## src/rtl/env_pkg.sv

```systemverilog
// Shared types and helpers for the per-voice ADSR envelope stage.
package env_pkg;

    typedef enum logic [2:0] {
        IDLE    = 3'd0,
        ATTACK  = 3'd1,
        DECAY   = 3'd2,
        SUSTAIN = 3'd3,
        RELEASE = 3'd4
    } state_t;

    localparam logic [15:0] LEVEL_MAX = 16'hFFFF;

    // Envelope step for one pulse: (rate + 1) << shift, clamped to the 17-bit arithmetic range.
    function automatic logic [16:0] rate_step(input logic [7:0] rate, input int shift);
        logic [39:0] wide;
        wide = (40'(rate) + 40'd1) << shift;
        if (|wide[39:17]) begin
            return 17'h1FFFF;
        end
        return wide[16:0];
    endfunction

endpackage

```

## src/rtl/env_adsr_if.sv

```systemverilog
// Sample / control / result bundle between the tone generator, the envelope stage and the mixer.
interface env_adsr_if;
    import env_pkg::*;

    logic         i_pulse;
    logic [15:0]  i_sample;
    logic         i_gate;
    logic [7:0]   i_attack;
    logic [7:0]   i_decay;
    logic [7:0]   i_sustain;
    logic [7:0]   i_release;
    logic [15:0]  o_sample;
    logic         o_valid;
    state_t       o_state;
    logic         o_busy;

    modport master (
        output i_pulse, i_sample, i_gate, i_attack, i_decay, i_sustain, i_release,
        input  o_sample, o_valid, o_state, o_busy
    );

    modport slave (
        input  i_pulse, i_sample, i_gate, i_attack, i_decay, i_sustain, i_release,
        output o_sample, o_valid, o_state, o_busy
    );

endinterface

```

## src/rtl/env_scale.sv

```systemverilog
// Output pipeline of the envelope: signed sample times unsigned level, upper half registered,
// with a matching valid strobe.
module env_scale (
    input  logic               i_clk48,
    input  logic               i_rst48,
    input  logic               i_valid,
    input  logic signed [15:0] i_s,
    input  logic [15:0]        i_level,
    output logic [15:0]        o_sample,
    output logic               o_valid
);

    logic signed [32:0] s_ext;
    logic signed [32:0] level_ext;
    logic signed [32:0] product;
    logic [15:0]        sample_q;
    logic               valid_q;

    // The level is zero-extended so 0xFFFF stays positive (unity gain) in the signed multiply.
    always_comb begin
        s_ext     = 33'(i_s);
        level_ext = $signed({17'd0, i_level});
        product   = s_ext * level_ext;
    end

    // NOTE: the output registers are reset so a reset mid-stream leaves no stale sample or strobe.
    always_ff @(posedge i_clk48) begin
        if (i_rst48) begin
            sample_q <= '0;
            valid_q  <= 1'b0;
        end else begin
            valid_q <= i_valid;
            if (i_valid) begin
                sample_q <= 16'(product >>> 16);
            end
        end
    end

    assign o_sample = sample_q;
    assign o_valid  = valid_q;

endmodule

```

## src/rtl/env_adsr.sv

```systemverilog
// Per-voice ADSR envelope: steps a 16-bit level once per sample strobe and scales the
// generator sample by it.
module env_adsr
    import env_pkg::*;
#(
    parameter int RATE_SHIFT = 0
) (
    input  logic       i_clk48,
    input  logic       i_rst48,
    env_adsr_if.slave  bus
);

    localparam logic [2:0] S_IDLE    = IDLE;
    localparam logic [2:0] S_ATTACK  = ATTACK;
    localparam logic [2:0] S_DECAY   = DECAY;
    localparam logic [2:0] S_SUSTAIN = SUSTAIN;
    localparam logic [2:0] S_RELEASE = RELEASE;

    logic [2:0]         state_q;
    logic [2:0]         state_d;
    logic [15:0]        level_q;
    logic [15:0]        level_d;
    logic [15:0]        s_q;
    logic               pulse_q;

    logic [16:0]        step_a;
    logic [16:0]        step_d;
    logic [16:0]        step_r;
    logic [15:0]        target;
    logic [17:0]        atk_sum;
    logic signed [17:0] dec_diff;
    logic signed [17:0] rel_diff;

    // 18-bit intermediates leave headroom for the largest clamped step, so nothing wraps.
    always_comb begin
        step_a   = rate_step(bus.i_attack, RATE_SHIFT);
        step_d   = rate_step(bus.i_decay, RATE_SHIFT);
        step_r   = rate_step(bus.i_release, RATE_SHIFT);
        target   = {bus.i_sustain, bus.i_sustain};
        atk_sum  = {2'b00, level_q} + {1'b0, step_a};
        dec_diff = $signed({2'b00, level_q}) - $signed({1'b0, step_d});
        rel_diff = $signed({2'b00, level_q}) - $signed({1'b0, step_r});
    end

    // NOTE: every output of this block gets a default first, so no path can infer a latch.
    always_comb begin
        state_d = state_q;
        level_d = level_q;
        if (bus.i_pulse) begin
            case (state_q)
                S_IDLE: begin
                    if (bus.i_gate) begin
                        state_d = S_ATTACK;
                    end
                end
                S_ATTACK: begin
                    if (!bus.i_gate) begin
                        state_d = S_RELEASE;
                    end else if (atk_sum >= {2'b00, LEVEL_MAX}) begin
                        level_d = LEVEL_MAX;
                        state_d = S_DECAY;
                    end else begin
                        level_d = atk_sum[15:0];
                    end
                end
                S_DECAY: begin
                    if (!bus.i_gate) begin
                        state_d = S_RELEASE;
                    end else if (dec_diff <= $signed({2'b00, target})) begin
                        level_d = target;
                        state_d = S_SUSTAIN;
                    end else begin
                        level_d = dec_diff[15:0];
                    end
                end
                S_SUSTAIN: begin
                    if (!bus.i_gate) begin
                        state_d = S_RELEASE;
                    end else begin
                        level_d = target;
                    end
                end
                S_RELEASE: begin
                    if (bus.i_gate) begin
                        state_d = S_ATTACK;
                    end else if (rel_diff <= 18'sd0) begin
                        level_d = '0;
                        state_d = S_IDLE;
                    end else begin
                        level_d = rel_diff[15:0];
                    end
                end
                default: begin
                    state_d = S_IDLE;
                    level_d = '0;
                end
            endcase
        end
    end

    // NOTE: sequential state uses non-blocking assignments so every register samples pre-edge values.
    always_ff @(posedge i_clk48) begin
        if (i_rst48) begin
            state_q <= S_IDLE;
            level_q <= '0;
            s_q     <= '0;
            pulse_q <= 1'b0;
        end else begin
            state_q <= state_d;
            level_q <= level_d;
            pulse_q <= bus.i_pulse;
            if (bus.i_pulse) begin
                s_q <= {~bus.i_sample[15], bus.i_sample[14:0]};
            end
        end
    end

    // level_q already holds the post-pulse level when pulse_q is high.
    env_scale u_scale (
        .i_clk48  (i_clk48),
        .i_rst48  (i_rst48),
        .i_valid  (pulse_q),
        .i_s      (s_q),
        .i_level  (level_q),
        .o_sample (bus.o_sample),
        .o_valid  (bus.o_valid)
    );

    assign bus.o_state = state_t'(state_q);
    assign bus.o_busy  = (state_q != S_IDLE);

endmodule

```

## src/flat_wrapper.sv

```systemverilog
// flat-port wrapper written by rule: the top's interface ports become plain ports
module env_adsr_flat import env_pkg::*;
#(
    parameter int RATE_SHIFT = 0
)
  (i_clk48, i_rst48, bus_i_pulse, bus_i_sample, bus_i_gate, bus_i_attack, bus_i_decay, bus_i_sustain, bus_i_release, bus_o_sample, bus_o_valid, bus_o_state, bus_o_busy);
  env_adsr_if bus_i ();
  input  logic i_clk48;
  input  logic i_rst48;
  input wire logic [$bits(bus_i.i_pulse)-1:0] bus_i_pulse;
  input wire logic [$bits(bus_i.i_sample)-1:0] bus_i_sample;
  input wire logic [$bits(bus_i.i_gate)-1:0] bus_i_gate;
  input wire logic [$bits(bus_i.i_attack)-1:0] bus_i_attack;
  input wire logic [$bits(bus_i.i_decay)-1:0] bus_i_decay;
  input wire logic [$bits(bus_i.i_sustain)-1:0] bus_i_sustain;
  input wire logic [$bits(bus_i.i_release)-1:0] bus_i_release;
  output wire logic [$bits(bus_i.o_sample)-1:0] bus_o_sample;
  output wire logic [$bits(bus_i.o_valid)-1:0] bus_o_valid;
  output wire logic [$bits(bus_i.o_state)-1:0] bus_o_state;
  output wire logic [$bits(bus_i.o_busy)-1:0] bus_o_busy;
  assign bus_i.i_pulse = bus_i_pulse;
  assign bus_i.i_sample = bus_i_sample;
  assign bus_i.i_gate = bus_i_gate;
  assign bus_i.i_attack = bus_i_attack;
  assign bus_i.i_decay = bus_i_decay;
  assign bus_i.i_sustain = bus_i_sustain;
  assign bus_i.i_release = bus_i_release;
  assign bus_o_sample = bus_i.o_sample;
  assign bus_o_valid = bus_i.o_valid;
  assign bus_o_state = bus_i.o_state;
  assign bus_o_busy = bus_i.o_busy;
  env_adsr #(.RATE_SHIFT(RATE_SHIFT)) u_core (.i_clk48(i_clk48), .i_rst48(i_rst48), .bus(bus_i));
endmodule
```

## config.mk

```make
export PLATFORM = sky130hd
export DESIGN_NAME = env_adsr_flat
export DESIGN_NICKNAME = d
export VERILOG_FILES = /design/src/rtl/env_pkg.sv /design/src/rtl/env_adsr_if.sv /design/src/rtl/env_scale.sv /design/src/rtl/env_adsr.sv /design/src/flat_wrapper.sv
export SDC_FILE = /design/constraint.sdc
export NUM_CORES = 1
export LEC_CHECK = 0
export CAP_MARGIN = 20
export CORE_MARGIN = 8
export CORE_UTILIZATION = 50
export DETAILED_ROUTE_END_ITERATION = 8
export PLACE_DENSITY_LB_ADDON = 0.08
export SYNTH_ARGS = -nofsm -noshare
export SYNTH_HDL_FRONTEND = slang
export SYNTH_HIERARCHICAL = 1
export SYNTH_SLANG_ARGS = --single-unit
```

## constraint.sdc

```tcl
create_clock -name i_clk48 -period 14.8 [get_ports i_clk48]
set_input_delay 4.44 -clock i_clk48 [delete_from_list [all_inputs] [get_ports i_clk48]]
set_output_delay 4.44 -clock i_clk48 [all_outputs]
set_load 0.01 [all_outputs]
```

* Yosys cells after proc, flatten, opt, wreduce, memory -nomap -nowiden
Cells that the tools add are included.
Word-level totals: output and inout bits 21, input port bits 52, flip-flop bits (word level) 53, logic and storage cells 64
Operators by class: reductions and logical operators 7, multipliers 1, bitwise operators 2, muxes and demuxes 26, order comparisons 3, add/sub/neg operators 6, equality and inequality tests 13
Operators with widths (count):
- 2-to-1 mux 16 bit | 7
- 2-to-1 mux 17 bit | 6
- case mux 16 bit (5 select lines) | 1
- OR reduction 23 bit (first input constant) | 3
- subtractor 16 x 17 -> 18 bit | 2
- multiplier 16 x 17 -> 32 bit | 1
- adder 8 x 1 -> 9 bit (second input constant) | 3
- 2-to-1 mux 3 bit | 8
- adder 16 x 17 -> 18 bit | 1
- greater-or-equal comparator 18 x 16 -> 1 bit (second input constant) | 1
- <= comparator 18 x 1 -> 1 bit (second input constant) | 1
- <= comparator 18 x 17 -> 1 bit | 1
- case mux 3 bit (5 select lines) | 1
- inequality test 2 bit (second input constant) | 6
- AND reduction 6 bit | 2
- inequality test 3 x 2 -> 1 bit (second input constant) | 3
- == test 3 x 2 -> 1 bit (second input constant) | 2
- == test 3 x 1 -> 1 bit (second input constant) | 1
- == test 3 bit (second input constant) | 1
- zero test 3 bit | 1
- 2-to-1 mux 1 bit | 3
- nonzero test 3 bit | 1
- inverter 1 bit | 2

* Longest topological paths before layout
Gate-level depths: netlist of the first run.
word-level depth 8, depth in mapped cells 22, depth with buffers taken out 21

* Modules after synthesis
Netlist of the first run, hierarchy kept.
Modules (own cells, without submodules):
- env_scale | times used 1, seq. area each 340.3 um^2, cells each 1003, area each 8932.3 um^2
- env_adsr | times used 1, seq. area each 720.7 um^2, cells each 584, area each 4468.0 um^2

* Worst setup path before layout of the first run
Ideal clock, no wire load.
path kind input -> register, from input port bus_i_decay[0], to register u_core.level_q[14], required time 14.680 ns, setup time 0.120 ns, path buffers 0, path slack 6.567 ns, stages on the path 19, data arrival time 8.114 ns, cells stage by stage ha_1 -> nand3_1 -> nor2_1 -> xnor2_1 -> ha_1 -> a211o_1 -> o31ai_1 -> nand3_1 -> nor2_1 -> xor2_1 -> ha_1 -> a21oi_1 -> o21ai_0 -> a21o_1 -> a21o_1 -> a22oi_1 -> a2111oi_4 -> a22o_2 -> o31a_1
Between the ends: longest elaborated chain between the ends 7
RTL lines:
- start, declared | line flat_wrapper.sv:14 | input wire logic [$bits(bus_i.i_decay)-1:0] bus_i_decay;
- adder 8 x 1 -> 9 bit * | line env_pkg.sv:17 | wide = (40'(rate) + 40'd1) << shift;
- 2-to-1 mux 17 bit * | line env_pkg.sv:21 | return wide[16:0];
- subtractor 16 x 17 -> 18 bit * | line env_adsr.sv:41 | dec_diff = $signed({2'b00, level_q}) - $signed({1'b0, step_d});
- <= comparator 18 x 17 -> 1 bit | line env_adsr.sv:69 | end else if (dec_diff <= $signed({2'b00, target})) begin
- 2-to-1 mux 16 bit * | line env_adsr.sv:69
- 2-to-1 mux 16 bit * | line env_adsr.sv:67 | if (!bus.i_gate) begin
- case mux 16 bit (5 select lines) * | line env_adsr.sv:50 | case (state_q)
- end signal, assigned | line env_adsr.sv:110 | level_q <= level_d;
- end, declared | line env_adsr.sv:21 | logic [15:0] level_q;
Mark *: on every way between the ends. The rest lies on a longest branch, timed or not. The select of a mux whose other input is x is not followed. A chain may end at the register's enable or synchronous reset.

* Worst setup path in the final report of the first run
from input port bus_i_decay[0], to register u_core.level_q[13]
Same word-level chain as after synthesis.

==> results.toml, run 1 <==
[timing]
timing.setup.tns_ns = 0
final.min_clock_period_ns = 9.269
slew_headroom_pct = 33.62
final.setup.worst_slack_ns = 5.531
grt_setup_unrepaired = "false"
final_slew_viol_count = 0
worst_slew_pin_slew_ns = 0.9944
largest_clock_skew_in_the_final_design_ns = 0.01635
share_of_the_cycle_needed_by_the_critical_path_after_routing_pct = 62.63
hold_violations = 0
final-setup-viol-count = 0
fmax_mhz = 107.9

[grt]
via_count_of_the_first_global_routing_pass = 11430
antenna_found_initial = 1
maximum_number_of_pins_on_one_net_before_global_route_repair = 57
grt_pass1_wl_mm = 60.69
grt-ovfl-total = 0
global_route.usage.total_pct = 23.21

[clock_tree]
clk_transition_reported_paths_ns = 0.08
clock_path_buffers = 2
cts_tree = "done"
cts_setup_buffers = 0
cts_made_buffers = 5
worst_skew_pair.late_latency_ns = 0.32
htreeDepth = 2
post_cts_gate_resize_count = 0
hold_buffers = 0
clock_tree.root_cell = "clkbuf_16"
numClockSinks = 53

[outcome]
run_status = "completed"

[logic_synthesis]
synth_top_flop_cell = "dfxtp_1"
synth_largest_area_cell = "fa_1"
synthesis.nets = 1995
ys.warnings.count = 6
synthesis.instances = 1587
synth_area_per_cell_um2 = 8.444
synth-edff-count = 0
yosysSeqAreaShare_pct = 7.918
yosys_register_bits = 53
synthesis.area_mm2 = 0.01340
ys_top_cells_by_area = "fa_1, ha_1, dfxtp_1"
synthArstFlopShare_pct = 0
yosysTopAreaCellShare_pct = 29.28
synthDistinctLibCells = 83

[detailed_routing]
dr.pass1.iters = 5
drcViolationCount = 0
drt_iter0_markers = 661
drt-total-wl_mm = 37.49
dr_total_vias = 11050
post_drt_wl_per_cell_um = 19.07
antenna_violating_nets_post_route = 0
viasPerCell = 5.619

[cells_and_area]
antenna_cells = 0
syn_to_final_growth_pct = 8.833
most-common-layout-cells = "inv_1, fa_1, nand2_1, ha_1, and2_1"
layout_commonest_cell = "inv_1"
layoutNonFillerInstCount = 1966
layout.nets = 2032
layout-drive-gt1-share_pct = 3.446

[critical_path]
worst_setup_path_end_kind = "flip-flop"
worst_path_most_repeated_cell = "ha_1"
worst-setup-path-type = "input pin to flip-flop"
crit_required_ns = 15.01
timing.reg2reg.setup_slack_ns = 7.86
critical_path.max_stage_delay_ns = 0.92
worstPathCellList = "clkdlybuf4s50_1 > ha_1 > nand3_1 > nor2_1 > xnor2_1 > ha_1 > a211o_1 > o31ai_1 > nand3_1 > nor2_1 > xor2_1 > ha_1 > nand2_1 > o21ai_0 > a21o_1 > a21o_1 > a22oi_1 > a2111oi_4 > a221oi_1 > a211oi_1"
critical-path-slowest-cell = "a2111oi_4"
crit_fanout = 16
cp.arrival_ns = 9.48
cp_top_family = "compound AO/OA/AOI/OAI gates"
worstSetupStartpointType = "input pin"
crit_path_buffers_inverters = 1

[power_and_ir_drop]
pleak_nw = 7.080
max-vdd-ir-drop_uv = 38.30
pwr_density_cell_mw_per_mm2 = 30.25

[floorplan]
ioPinCount = 73
num_rows = 60
die-height_um = 179.7
initial_core_utilization_pct = 50.28
die-area_mm2 = 0.03230
die-width_um = 179.7
core_mm2 = 0.02665

[place]
port-buffer-count = 72
gp_congestion = 0.8996
place_inst = 1958
preCtsSetupSlack_ns = 5.245
place.detailed.hpwl_mm = 29.62

[min_path]
hold_path.class = "flip-flop to flip-flop"

[job]
max-cap-violations = 0
==> power by group <==
group / internal [mW] / total, mW / switching [mW]
clock: 0.0851 / 0.150 / 0.0653
combinational: 0.0571 / 0.126 / 0.0693
sequential: 0.147 / 0.164 / 0.0172
==> final cells by class <==
class | instances | area, µm²
clock buffers | 7 | 142.6
clock inverters | 1 | 30.03
fillers | 2525 | 12070
inverters | 277 | 1040
multi-input cells | 1194 | 11010
flip-flops and latches | 53 | 1061
well taps | 341 | 426.7
repair buffers | 93 | 873.3
==> worst paths after layout <==
check,from,endpoint,cells after the start
max,bus_i_decay[0],u_core/level_q[13],20
min,u_core/u_scale/o_sample[1],u_core/u_scale/o_sample[1],2
max reg2reg,u_core/level_q[9],u_core/u_scale/o_sample[10],20
min reg2reg,u_core/u_scale/o_sample[1],u_core/u_scale/o_sample[1],2
==> through the flow <==
step	util, %	hold WS, ns	power, mW	cell area, µm²
after floorplan	-	0.4998	0.2416	13400
after CTS	54.72	0.4872	0.4432	14580
after global routing	54.72	0.5138	0.4623	14580
final	54.72	0.4897	0.4412	14580
after global placement	54.08	0.4637	0.2915	14410
after detailed placement	54.08	0.4635	0.2936	14410
==> logic make-up after synthesis <==
kind of cell    synth area share, %
fa+ha+maj                     44.22
mux                           1.867
xor+xnor                      4.052
simple gates                  18.69
compound gates                13.33
flops                         7.918
buf+inv                       9.916
==> sequential cells by signal, summed over array words and instances (netlist names) <==
signal	flops
u_core/pulse_q	1
u_core/u_scale/o_valid	1
u_core/level_q	16
u_core/u_scale/o_sample	16
u_core/bus.o_state	3
u_core/s_q	16
==> Yosys cell counts (10+ instances only) <==
library cell  instances
inv_1               277
fa_1                196
nand2_1             179
ha_1                160
and2_1              125
a21oi_1              73
nor2_1               73
dfxtp_1              53
clkbuf_1             45
xnor2_1              37
o21ai_0              30
mux2i_1              25
nand3_1              25
xor2_1               25
a21o_1               23
nand4_1              19
a31oi_1              14
nand2b_1             13
a211oi_1             12
o21a_1               12
a311oi_1             11
nor3_1               10
o211ai_1             10
==> routing by layer <==
layer  vias to the layer above  wire length, µm  share of wire, %  track usage, %
met5                         -               13             0.035               0
met4                         2             1043               2.8           7.369
met3                        62             2341               6.2           4.415
met2                       338            17790                47           39.33
met1                      5406            16290                43           29.50
li1                       5238                -                 -               -
==> worst reg2reg max path, stage by stage (launching register included) <==
cell and delay (ns):
dfxtp_1 0.75, buf_4 0.35, nand2_1 0.10, fa_1 0.49, fa_1 0.49, fa_1 0.58
inv_1 0.07, fa_1 0.50, fa_1 0.55, inv_1 0.06, fa_1 0.52, inv_1 0.04
ha_1 0.36, nand2_1 0.09, o211ai_1 0.37, nand4_1 0.18, o21ai_0 0.48, a21oi_1 0.23
nand2b_1 0.19, and3_1 0.19, o32ai_1 0.25
Note: power is estimated with default switching activity, not from simulation.
==> run 2, diff against run 1 <==
- clock period: 14.8 -> 9.4 ns (I/O delays scaled with it)
==> results.toml, run 2 (synthesized netlist as in run 1, its figures left out) <==
[critical_path]
critical_path.max_stage_delay_ns = 0.93
crit_fanout = 16
worstPathCellList = "clkdlybuf4s50_1 > ha_1 > nand3_1 > nor2_1 > xnor2_1 > ha_1 > a211o_1 > o31ai_1 > nand3_1 > nor2_1 > xor2_1 > ha_1 > nand2_1 > o21ai_0 > a21o_1 > a21o_1 > a22oi_1 > a2111oi_4 > a221oi_1 > a211oi_1"
crit_required_ns = 9.61
worst_setup_path_end_kind = "flip-flop"
worst_path_most_repeated_cell = "ha_1"
worst-setup-path-type = "input pin to flip-flop"
critical-path-slowest-cell = "a2111oi_4"
worstSetupStartpointType = "input pin"
cp.arrival_ns = 7.87

[timing]
final.setup.worst_slack_ns = 1.743
grt_setup_unrepaired = "false"
fmax_mhz = 130.6
timing.setup.tns_ns = 0
largest_clock_skew_in_the_final_design_ns = 0.02175
share_of_the_cycle_needed_by_the_critical_path_after_routing_pct = 81.46
hold_violations = 0
final.min_clock_period_ns = 7.657
slew_headroom_pct = 33.19
final-setup-viol-count = 0
worst_slew_pin_slew_ns = 1.001
final_slew_viol_count = 0

[clock_tree]
post_cts_gate_resize_count = 0
worst_skew_pair.late_latency_ns = 0.33
clk_transition_reported_paths_ns = 0.08
cts_tree = "done"
clock_tree.root_cell = "clkbuf_16"
cts_made_buffers = 5
numClockSinks = 53
hold_buffers = 0
clock_path_buffers = 2
cts_setup_buffers = 0
htreeDepth = 2

[place]
preCtsSetupSlack_ns = 1.480
gp_congestion = 0.9001
place.detailed.hpwl_mm = 29.52
port-buffer-count = 72

[grt]
grt_pass1_wl_mm = 60.32
via_count_of_the_first_global_routing_pass = 11260
maximum_number_of_pins_on_one_net_before_global_route_repair = 57
grt-ovfl-total = 0
global_route.usage.total_pct = 23.05
antenna_found_initial = 0

[detailed_routing]
antenna_violating_nets_post_route = 0
viasPerCell = 5.543
drcViolationCount = 0
dr.pass1.iters = 5
post_drt_wl_per_cell_um = 18.95
dr_total_vias = 10900
drt-total-wl_mm = 37.25
drt_iter0_markers = 830

[floorplan]
initial_core_utilization_pct = 50.28
num_rows = 60
die-height_um = 179.7
die-width_um = 179.7
core_mm2 = 0.02665
ioPinCount = 73
die-area_mm2 = 0.03230

[cells_and_area]
layout_commonest_cell = "inv_1"
fillCellCount = 2542
post-route-util_pct = 54.72
most-common-layout-cells = "inv_1, fa_1, nand2_1, ha_1, and2_1"
layout-drive-gt1-share_pct = 3.446
syn_to_final_growth_pct = 8.833
layout.nets = 2032
antenna_cells = 0

[job]
max-cap-violations = 0

[power_and_ir_drop]
max-vdd-ir-drop_uv = 64.95
pwr_density_cell_mw_per_mm2 = 47.71
pleak_nw = 7.080

[outcome]
run_status = "completed"

[min_path]
hold_path.class = "flip-flop to flip-flop"
## run 2: cell counts in the layout (fill, tap and decap cells not counted)
Identical to the previous run, type by type.
## run 2: final cells by class
cell class	instances	area (µm²)	area share, %
Inverter	277	1040	7.129
Tap cell	341	426.7	2.926
Clock inverter	1	30.03	0.2059
Clock buffer	7	142.6	0.9780
Sequential cell	53	1061	7.275
Multi-Input combinational cell	1194	11010	75.50
Timing Repair Buffer	93	873.3	5.988
## run 2: path summary, 6_finish.rpt
check	startpoint	end	slack, ns	depth (start not counted)
worst min-delay path	u_core/u_scale/o_sample[8]	u_core/u_scale/o_sample[8]	0.49	1
worst min register to register	u_core/u_scale/o_sample[8]	u_core/u_scale/o_sample[8]	0.49	1
worst max register to register	u_core/level_q[6]	u_core/u_scale/o_sample[8]	2.35	22
worst max-delay path	bus_i_decay[0]	u_core/level_q[13]	1.74	20
## run 2: where the power goes
group          internal, mW  switching [mW]
Clock                 0.134           0.105
Sequential            0.232          0.0267
Combinational        0.0901           0.109
Total                 0.456           0.240
## run 2: critical path, delay by kind of cell
| kind | cells | cell delay (ns) |
|---|---|---|
| AO/OA/AOI/OAI | 9 | 2.69 |
| adder cells (fa/ha/maj) | 3 | 0.79 |
| AND/OR/NAND/NOR | 5 | 0.80 |
| XOR/XNOR | 2 | 0.25 |
| buffers and inverters | 1 | 0.52 |
## run 2: layer usage
metal,vias to the layer above,wire length (µm),global-route usage (%)
li1,5246,-,-
met1,5350,16950,30.47
met2,259,17790,39.41
met3,42,1674,2.863
met4,0,826,5.935
met5,-,0,0
## run 2: metrics by stage
step                      instance area [µm²]  cells  hold WS [ns]  power, mW
after detailed placement                14410   1958        0.4639     0.4611
after floorplan                         13400   1587        0.4998     0.3803
after CTS                               14580   1966        0.4844     0.7009
after global placement                  14410   1958        0.4644     0.4591
after global routing                    14580   1966        0.5141     0.7302
final                                   14580   1966        0.4864     0.6958
==> run 3, diff against run 2 <==
- clock period: 9.4 -> 6.8 ns (I/O delays scaled with it)
==> results.toml, run 3 (synthesized netlist as in run 1, its figures left out) <==
[detailed_routing]
drcViolationCount = 0
dr.max_layer_used = "met4"
viasPerCell = 5.545
wl_met2_mm = 17.81
met3RoutedLength_mm = 1.821
wl_met1_mm = 17.69
dr.pass1.iters = 5
antenna_violating_nets_post_route = 0
drt-total-wl_mm = 38.41
dr_total_vias = 11200
post_drt_wl_per_cell_um = 19.02
drt_iter0_markers = 676

[floorplan]
ioPinCount = 73
die-height_um = 179.7
die-area_mm2 = 0.03230
core_mm2 = 0.02665
die-width_um = 179.7
initial_core_utilization_pct = 50.28
num_rows = 60

[cells_and_area]
layout.nets = 2087
antenna_cells = 0
syn_to_final_growth_pct = 11.77
most-common-layout-cells = "inv_1, fa_1, nand2_1, ha_1, and2_1"
layout_commonest_cell = "inv_1"
layout-drive-gt1-share_pct = 6.790
fillCellCount = 2522

[grt]
global_route.usage.total_pct = 23.76
grt-ovfl-total = 0
grt_pass1_wl_mm = 61.90
via_count_of_the_first_global_routing_pass = 11470
antenna_found_initial = 0
maximum_number_of_pins_on_one_net_before_global_route_repair = 39

[critical_path]
r2r_end = "u_core/u_scale/o_sample[14]"
worst_r2r_startpoint = "u_core/level_q[5]"
cp.arrival_ns = 6.63
crit_required_ns = 7.02
crit_fanout = 9
worst_r2r_path_depth = 22
worst_setup_path_end_kind = "flip-flop"
worstSetupStartpointType = "flip-flop"
worst-setup-path-type = "flip-flop to flip-flop"
timing.reg2reg.setup_slack_ns = 0.40

[min_path]
timing.hold.worst_path_depth = 2
timing.hold.worst_endpoint = "u_core/u_scale/o_sample[1]"
beginning_of_the_worst_hold_path = "u_core/u_scale/o_sample[1]"
hold_path.class = "flip-flop to flip-flop"

[clock_tree]
hold_buffers = 0
clock_path_buffers = 2
worst_skew_pair.late_latency_ns = 0.31
clock_tree.root_cell = "clkbuf_16"
numClockSinks = 53
cts_tree = "done"
htreeDepth = 2
clk_transition_reported_paths_ns = 0.08
cts_made_buffers = 5

[timing]
grt_setup_unrepaired = "false"
fmax_mhz = 156.2
largest_clock_skew_in_the_final_design_ns = 0.01556
hold_violations = 0
final.min_clock_period_ns = 6.403
timing.setup.tns_ns = 0
share_of_the_cycle_needed_by_the_critical_path_after_routing_pct = 94.17
worst_slew_pin_slew_ns = 0.9387
final_slew_viol_count = 0
final.setup.worst_slack_ns = 0.3967
final-setup-viol-count = 0
slew_headroom_pct = 37.34

[place]
preCtsSetupSlack_ns = 0.1333
place.detailed.hpwl_mm = 31.77
gp_congestion = 0.9344
port-buffer-count = 72

[power_and_ir_drop]
max-vdd-ir-drop_uv = 92.89
pleak_nw = 7.343
post_layout_total_power_mw = 0.9315
pwr_density_cell_mw_per_mm2 = 62.19

[job]
max-cap-violations = 0

[outcome]
run_status = "completed"
[run 3: critical path, stage by stage, from the launching register on]
cell	delay [ns]
dfxtp_1	0.63
nand2_1	0.14
fa_1	0.52
inv_1	0.06
fa_1	0.49
inv_1	0.05
fa_1	0.54
inv_1	0.05
fa_1	0.44
fa_1	0.50
inv_1	0.06
fa_1	0.52
inv_1	0.04
ha_1	0.36
nand2_1	0.09
o211ai_1	0.32
buf_4	0.18
nand4_1	0.13
o21a_2	0.27
o21ai_2	0.30
a211oi_2	0.12
or4_1	0.42
o311ai_1	0.10
[run 3: what timing repair did]
item,4_1_cts,5_1_grt
setup buffers,0,0
hold endpoints to repair,0,0
setup endpoints to repair,0,2
gates resized for setup,0,3
[run 3: metrics by stage]
stage,hold WS (ns),instance area (µm²),std cells,utilization (%)
6_report,0.4850,14980,2020,56.20
5_1_grt,0.5192,14980,2020,56.20
4_1_cts,0.4900,14970,2020,56.19
3_5_place_dp,0.4628,14830,2013,55.64
3_3_place_gp,0.4591,14820,2012,55.60
2_1_floorplan,0.4998,13400,1587,-
[run 3: worst max-delay path by stage]
stage,startpoint,endpoint,cells past startpoint
after floorplan,u_core/level_q[7],u_core/u_scale/o_sample[13],22
after global placement,bus_i_decay[1],u_core/level_q[14],22
after detailed placement,bus_i_decay[0],u_core/level_q[14],22
after CTS,u_core/level_q[7],u_core/u_scale/o_sample[14],22
after global routing,bus_i_decay[1],u_core/level_q[14],22
final,u_core/level_q[5],u_core/u_scale/o_sample[14],22
[run 3: cell type report]
class | instances | area (µm²) | share of cell area, %
well taps | 341 | 426.7 | 2.849
inverters | 277 | 1040 | 6.942
repair buffers | 148 | 1290 | 8.613
multi-input cells | 1194 | 11010 | 73.51
clock buffers | 6 | 138.9 | 0.9272
flip-flops and latches | 53 | 1065 | 7.109
clock inverters | 1 | 7.507 | 0.05012
[run 3: power breakdown]
| group | internal, mW | switching (mW) |
|---|---|---|
| logic | 0.137 | 0.169 |
| clock network | 0.146 | 0.137 |
| registers | 0.321 | 0.0222 |
| total | 0.603 | 0.328 |
[run 3: layer usage]
metal | global-route usage (%) | vias up
li1 | - | 5343
met1 | 32.73 | 5498
met2 | 38.97 | 294
met3 | 2.319 | 66
met4 | 7.269 | 0
met5 | 0 | -
